**src/rtl/uart_tx_fifo.sv**
```systemverilog
// -----------------------------------------------------------------------------
// uart_tx_fifo
//
// Circular-buffer FIFO placed in front of the UART transmitter. The host side
// pushes bytes with wr/w_data. The transmitter derives tx_start from ~empty and
// pops with its tx_done_tick on rd.
//
// Default build (pop-to-register): a successful pop loads the head word into an
// output holding register. r_data then keeps that word until the next
// successful pop, so the transmitter may latch it any time after its pulse.
//
// Build option UART_TX_FIFO_FWFT_EN (first-word-fall-through): r_data shows
// the head word combinationally while the FIFO is not empty, and 0 when it is
// empty. In this build, rd only advances the read pointer.
//
// Ports:
//   clk        system clock; all state changes on the rising edge
//   reset      asynchronous active-low reset (0 = reset)
//   wr         write strobe; one word per cycle while high
//   w_data     write data [B-1:0]
//   rd         read/pop strobe
//   r_data     read data [B-1:0]
//   empty      registered; no words stored
//   full       registered; 2**W words stored
//   count      registered; stored word count [W:0], 0..2**W
//   overflow   sticky; a write was attempted while full
//   underflow  sticky; a read was attempted while empty
//   clr_err    synchronous clear of overflow/underflow (an error in the same
//              cycle wins)
// -----------------------------------------------------------------------------
module uart_tx_fifo #(
    parameter int B = 8,
    parameter int W = 4
) (
    input  logic         clk,
    input  logic         reset,
    input  logic         wr,
    input  logic [B-1:0] w_data,
    input  logic         rd,
    output logic [B-1:0] r_data,
    output logic         empty,
    output logic         full,
    output logic [W:0]   count,
    output logic         overflow,
    output logic         underflow,
    input  logic         clr_err
);

    localparam int DEPTH = 2 ** W;
    localparam logic [W:0] FULL_COUNT = (W+1)'(DEPTH);

    logic [B-1:0] mem_r [DEPTH];
    logic [W-1:0] w_ptr_r;
    logic [W-1:0] r_ptr_r;
    logic [W:0]   count_r;
    logic         empty_r;
    logic         full_r;
    logic         overflow_r;
    logic         underflow_r;

    logic         do_write_s;
    logic         do_read_s;
    logic         ovf_set_s;
    logic         udf_set_s;
    logic [W:0]   count_next_s;
    logic         overflow_next_s;
    logic         underflow_next_s;

    // Decode the {wr,rd} request against the registered flags into actions.
    always_comb begin
        do_write_s = 1'b0;
        do_read_s  = 1'b0;
        ovf_set_s  = 1'b0;
        udf_set_s  = 1'b0;
        case ({wr, rd})
            2'b00: begin
                do_write_s = 1'b0;
            end
            2'b10: begin
                if (full_r) begin
                    ovf_set_s = 1'b1;
                end else begin
                    do_write_s = 1'b1;
                end
            end
            2'b01: begin
                if (empty_r) begin
                    udf_set_s = 1'b1;
                end else begin
                    do_read_s = 1'b1;
                end
            end
            2'b11: begin
                // When the FIFO is empty there is nothing to pop, and the new
                // word is not bypassed. When it is full, the pop frees the slot
                // that the write refills, so count stays at the maximum.
                if (empty_r) begin
                    do_write_s = 1'b1;
                    udf_set_s  = 1'b1;
                end else begin
                    do_write_s = 1'b1;
                    do_read_s  = 1'b1;
                end
            end
            default: begin
                do_write_s = 1'b0;
            end
        endcase
    end

    // Compute the next count and the next sticky-error values.
    always_comb begin
        count_next_s = count_r + {{W{1'b0}}, do_write_s} - {{W{1'b0}}, do_read_s};
        if (ovf_set_s) begin
            overflow_next_s = 1'b1;
        end else if (clr_err) begin
            overflow_next_s = 1'b0;
        end else begin
            overflow_next_s = overflow_r;
        end
        if (udf_set_s) begin
            underflow_next_s = 1'b1;
        end else if (clr_err) begin
            underflow_next_s = 1'b0;
        end else begin
            underflow_next_s = underflow_r;
        end
    end

    // Pointers, count, flags and sticky errors. Flags come from the next count,
    // so they are valid in the cycle after the edge that caused them.
    always_ff @(posedge clk or negedge reset) begin
        if (!reset) begin
            w_ptr_r     <= {W{1'b0}};
            r_ptr_r     <= {W{1'b0}};
            count_r     <= {(W+1){1'b0}};
            empty_r     <= 1'b1;
            full_r      <= 1'b0;
            overflow_r  <= 1'b0;
            underflow_r <= 1'b0;
        end else begin
            if (do_write_s) begin
                w_ptr_r <= w_ptr_r + {{(W-1){1'b0}}, 1'b1};
            end
            if (do_read_s) begin
                r_ptr_r <= r_ptr_r + {{(W-1){1'b0}}, 1'b1};
            end
            count_r     <= count_next_s;
            empty_r     <= (count_next_s == {(W+1){1'b0}});
            full_r      <= (count_next_s == FULL_COUNT);
            overflow_r  <= overflow_next_s;
            underflow_r <= underflow_next_s;
        end
    end

    // Storage array. It has no reset, because words left over after a reset are
    // unreachable once the pointers return to zero.
    always_ff @(posedge clk) begin
        if (do_write_s) begin
            mem_r[w_ptr_r] <= w_data;
        end
    end

`ifdef UART_TX_FIFO_FWFT_EN
    // The head word falls through to the output while data is present.
    always_comb begin
        if (empty_r) begin
            r_data = {B{1'b0}};
        end else begin
            r_data = mem_r[r_ptr_r];
        end
    end
`else
    logic [B-1:0] r_data_r;

    // The output holding register changes only on a successful pop.
    always_ff @(posedge clk or negedge reset) begin
        if (!reset) begin
            r_data_r <= {B{1'b0}};
        end else if (do_read_s) begin
            r_data_r <= mem_r[r_ptr_r];
        end
    end

    assign r_data = r_data_r;
`endif

    assign empty     = empty_r;
    assign full      = full_r;
    assign count     = count_r;
    assign overflow  = overflow_r;
    assign underflow = underflow_r;

endmodule

```
**config.mk**
```make
export PLATFORM = sky130hd
export DESIGN_NAME = uart_tx_fifo
export DESIGN_NICKNAME = d
export VERILOG_FILES = /design/src/rtl/uart_tx_fifo.sv
export SDC_FILE = /design/constraint.sdc
export NUM_CORES = 1
export LEC_CHECK = 0
export ABC_AREA = 1
export BUFFER_PORTS_ARGS = -buffer_cell sky130_fd_sc_hd__buf_2
export CORE_MARGIN = 1
export CORE_UTILIZATION = 50
export CTS_CLUSTER_DIAMETER = 50
export DETAILED_ROUTE_END_ITERATION = 12
export GPL_TIMING_DRIVEN = 0
export PLACE_DENSITY_LB_ADDON = 0.15
export RECOVER_POWER = 50
export REMOVE_ABC_BUFFERS = 1
export SYNTH_ARGS = -nofsm -noshare
export SYNTH_HDL_FRONTEND = slang
export SYNTH_SLANG_ARGS = --single-unit
export TNS_END_PERCENT = 10
```
**constraint.sdc**
```tcl
create_clock -name clk -period 2.7 [get_ports clk]
set_clock_uncertainty 0.05 [all_clocks]
set_input_delay 0.81 -clock clk [delete_from_list [all_inputs] [get_ports clk]]
set_output_delay 0.81 -clock clk [all_outputs]
set_load 0.01 [all_outputs]
```
# Yosys cells after proc, flatten, opt, wreduce, memory -nomap -nowiden
# Memory sizes are Yosys's and may differ from the RTL's. A register that Yosys moved wholly into a read port is not among the register bits.
# Cells that the tools add are included.
word_totals:
  register_bits: 17
  output_inout_bits: 17
  n_memories: 1
  mem_bits_rw: 128
  wordCells: 34
  inputBits: 13
memory_table:
  columns: ["memory", "depth", "word_bits", "rd", "rd_clocked_by_memory_dff", "wr", "line_no", "rtl"]
  rows:
  - ["mem_r", 16, 8, 1, 1, 1, "52", "logic [B-1:0] mem_r [DEPTH];"]
classes:
  n_mux: 13
  reduce_logical: 5
  n_eq_ne: 4
  addsub: 4
op_table:
  columns: ["cell", "n"]
  rows:
  - ["$mux W1", 12]
  - ["$add A4 B1 Y4 const B", 2]
  - ["$add A5 B1 Y5", 1]
  - ["$eq A5 B5 Y1 const B", 1]
  - ["$logic_not A5 Y1", 1]
  - ["$sub A5 B1 Y5", 1]
  - ["$eq A2 B2 Y1 const B", 2]
  - ["$reduce_bool A2 Y1", 2]
  - ["$eq A2 B1 Y1 const B", 1]
  - ["$pmux W1 S2", 1]
  - ["$reduce_or A2 Y1", 1]
  - ["$logic_not A1 Y1", 1]

# Depth between registers and ports, before layout
logic_depth:
  word_depth: 5
  ltp_mapped: 11
  depth_no_buf: 11

# Worst setup path after synthesis
# No wires, ideal clock.
synth_timing:
  kind: "input -> register"
  from: "input rd"
  to: "register full_r (netlist: full)"
  t_required_ns: 2.583
  arrival_time_ns: 2.574
  n_path_buf: 1
  path_stages: 10
  path_slack_ns: 0.010
  cell_sequence: "inv_1 nor2_1 buf_2 ha_1 inv_1 ha_1 fa_1 xor2_1 nor3_1 and3_1"
synth_between:
  elab_chain_len: 5
synth_lines:
  columns: ["item", "line_no", "rtl"]
  rows:
  - ["from (decl)", "39", "input logic rd,"]
  - ["$eq A2 B2 Y1 or $eq A2 B1 Y1 (tied branches)", "75", "case ({wr, rd})"]
  - ["$reduce_or A2 Y1 (no line) *", null, null]
  - ["$mux W1 *", null, null]
  - ["via do_read_s", "62", "logic do_read_s;"]
  - ["$sub A5 B1 Y5 *", "113", "count_next_s = count_r + {{W{1'b0}}, do_write_s} - {{W{1'b0}}, do_read_s};"]
  - ["via count_next_s[2]", "65", "logic [W:0] count_next_s;"]
  - ["$eq A5 B5 Y1 *", "150", "full_r <= (count_next_s == FULL_COUNT);"]
  - ["to (signal assigned)", "150", null]
  - ["to (decl)", "57", "logic full_r;"]
# The timed path passes the listed nets; every way through them passes the cells marked *.
# A chain may end at the register's enable or synchronous reset.

# Final worst setup path
layout_timing:
  from: "input rd"
  to: "register full_r (netlist: full)"
layout_between:
  elab_chain_len: 5
layout_lines:
  columns: ["item", "line_no"]
  rows:
  - ["$eq A2 B2 Y1 or $eq A2 B1 Y1 (tied branches)", "75"]
  - ["$pmux W1 S2 or $reduce_or A2 Y1 (tied branches)", null]
  - ["$add A5 B1 Y5 or $mux W1 (tied branches)", null]
  - ["$sub A5 B1 Y5 *", "113"]
  - ["via count_next_s[2]", "65"]
  - ["$eq A5 B5 Y1 *", "150"]
# Marks and branches as above.

==> run metrics <==
status finished, final reports clean; Switching Share 0.3525; Synth Register Bits 153; total gr overflow 0; GR peak layer met2; max_slew headroom 0.07624; critical path, cell by cell buf_2 -> inv_1 -> nor2_4 -> ha_1 -> inv_1 -> ha_1 -> fa_1 -> xor2_1 -> nor3_1 -> and3_1; CTS tree built; Worst setup SP type input port; core area 0.01216 mm2; Area Growth Syn to Fin 13.82%; EDFF count, synth 128; Post-DP HPWL 7.837 mm; Reg2Reg Depth 7; Placed Area 0.006556 mm2; Yosys warning count 0; Routed Antenna Nets 0; DIE AREA 0.01311 mm2; met3 global-route usage 0.04553; Fmax 405.4 MHz; Hold WC Path Type reg2reg; Power Internal 5.431 mW; clock network fraction of total power 0.296; RSZ-0062 raised after global routing false; global-route wire length before repair 20.53 mm; DR vias/cell 5.219; Die Ht 114.5 um; all-layer global routing usage 0.2215; final net count 606; Pins Over Slew Limit 0; sequential area share after synthesis 0.7064; clk buf depth 2; First DRT Iteration DRCs 348; hold path cells 2; wirelength, routed 13.15 mm; Min-Delay Startpoint r_data[7]; CP Max Fanout 15; Top Ports 30; Final period util 0.9135; endpoints failing setup 0; Slew @ Worst Pin 1386 ps; Worst R2R Setup Slack 280 ps; Clk Latency, worst-skew pair 420 ps; worst r2r dst r_data[4]; clock slew at reported path FFs 60 ps; sequential share of power 0.398; filler instances 986; Yosys top cell area share 0.6074; Lkg Pwr 2.843 nW; minimum clock period 2466 ps; Mapped Cells 555; Worst Setup End Kind flip-flop; Hold Path End r_data[7]; Comb pwr share 0.307; top-count cell post-synth nand2_1; share of layout cells above drive strength 1 0.09412; final instance area 0.007203 mm2; Max VDD drop 0.6408 mV; CTS Buf Count 17; Mapped Avg Cell Area 11.40 um2; Multi-input gate area 0.001642 mm2; M1 GR Usage 0.2975; final core occ 0.5923; Mapped Area 0.006329 mm2; CP required 3010 ps; initial antenna violation count 0; max_cap viols 0; Register Area 0.004473 mm2; Rows 40; CTS sink cnt 153; DRT Pass-1 Iters 4; Worst path max stage delay 420 ps; hold_buf cts 0; # port buffers 29; # DRC 0; H-tree Lvls 4; Via Count 3982; WL per Instance 17.23 um; Slowest-stage cell, CP fa_1; Starting Density 0.5204; die width 114.5 um; final hold vios 0; ANT cells 0; setup TNS 0 ps; ranking of synthesized cells by area edfxtp_1, nand2_1, dfrtp_1; Cell variety after synth 22; synth cell count leaders nand2_1, edfxtp_1, nand3_1; PD cells 1164 mW/mm2; largest area contributor in the netlist edfxtp_1; ys flop type edfxtp_1; Final Wtd Congestion 0.8025; worst r2r src r_ptr_r[2]; CP arrival 2780 ps; kind of critical path in2reg; NetSw 2.956 mW; met2 Use GR 0.3459; vias in the first global route 3761; ys async rst share 0.1634; Root Driver clkbuf_16; largest net degree at the start of global routing 65
## how the worst max path moves through the flow
| stage | start | slack, ps | to | cells after the start |
|---|---|---|---|---|
| finish | rd | 230 | full | 10 |
| global route | r_ptr_r[1] | 90 | r_data[3] | 8 |
| CTS | r_ptr_r[0] | 90 | r_data[3] | 10 |
| detailed placement | rd | -760 | empty | 11 |
| global placement | r_ptr_r[0] | -1510 | r_data[0] | 9 |
| floorplan | rd | -120 | full | 9 |
## power groups by stage
stage | Combinational, mW | Sequential [mW] | Clock [mW]
after CTS | 2.60 | 3.34 | 2.50
after floorplan | 1.62 | 3.38 | 0
after detailed placement | 2.57 | 3.37 | 0
after global placement | 2.40 | 3.47 | 0
final | 2.57 | 3.34 | 2.48
after global routing | 2.92 | 3.39 | 2.61
## through the flow
step                power, mW  cells  setup slack, ps  hold slack [ps]
CTS                     8.445    763            90.70            350.9
global route            8.920    763            94.16            449.3
finish                  8.387    763            233.5            428.5
detailed placement      5.940    728           -758.7            417.7
floorplan               5.003    530           -120.5            464.4
global placement        5.864    727            -1514            412.8
## what timing repair did
action / CTS / global route
gates cloned: 1 / 0
resized for setup: 4 / 2
setup endpoints to repair: 12 / 8
setup buffers: 2 / 0
## cell families (layout without fill, tap and decap cells)
group,count (synthesis),in the layout,share of synthesized area
compound gates,6,6,0.004745
xor+xnor,10,10,0.01384
fa+ha+maj,11,11,0.02293
buf+inv,45,85,0.03539
flops,153,153,0.7064
simple gates,330,330,0.2167
## area by class of cell
| cell class | instances | share of cell area |
|---|---|---|
| clock inverters | 8 | 0.01963 |
| clock buffers | 24 | 0.06688 |
| well taps | 168 | 0.02918 |
| repair inverters | 1 | 0.0006948 |
| inverters | 20 | 0.01129 |
| flip-flops and latches | 153 | 0.6210 |
| multi-input cells | 357 | 0.2279 |
| repair buffers | 32 | 0.02345 |
## metal layers
metal	up-vias	wire [um]
li1	1949	-
met1	1901	5804
met2	108	6363
met3	24	649
met4	0	329
met5	-	0
## cell usage in the layout, fill, tap and decap left out, types with 3 or more instances in the layout
master     synthesis  layout
o21ai_0            4       4
bufinv_16          0       4
clkbuf_16          0      17
clkbuf_8           0       3
clkinv_1           2       3
xor2_1             9       9
nand2_1          209     209
edfxtp_1         128     128
clkbuf_1           5      13
nand3_1           99      99
inv_1             17      16
ha_1              10      10
dfrtp_1           24      22
buf_2             14      20
nor2_1            18      17
## registers in the layout, indices dropped and copies added (netlist names)
register / count
mem_r: 128
r_data: 8
count: 5
r_ptr_r: 4
w_ptr_r: 4
empty: 1
full: 1
overflow: 1
underflow: 1
## worst max-delay path, delay by kind of cell
family | cells | cell delay, ps
adder cells (fa/ha/maj) | 3 | 820
AND/OR/NAND/NOR | 3 | 760
buffers and inverters | 3 | 210
XOR/XNOR | 1 | 190
(Power assumes the default switching activity.)
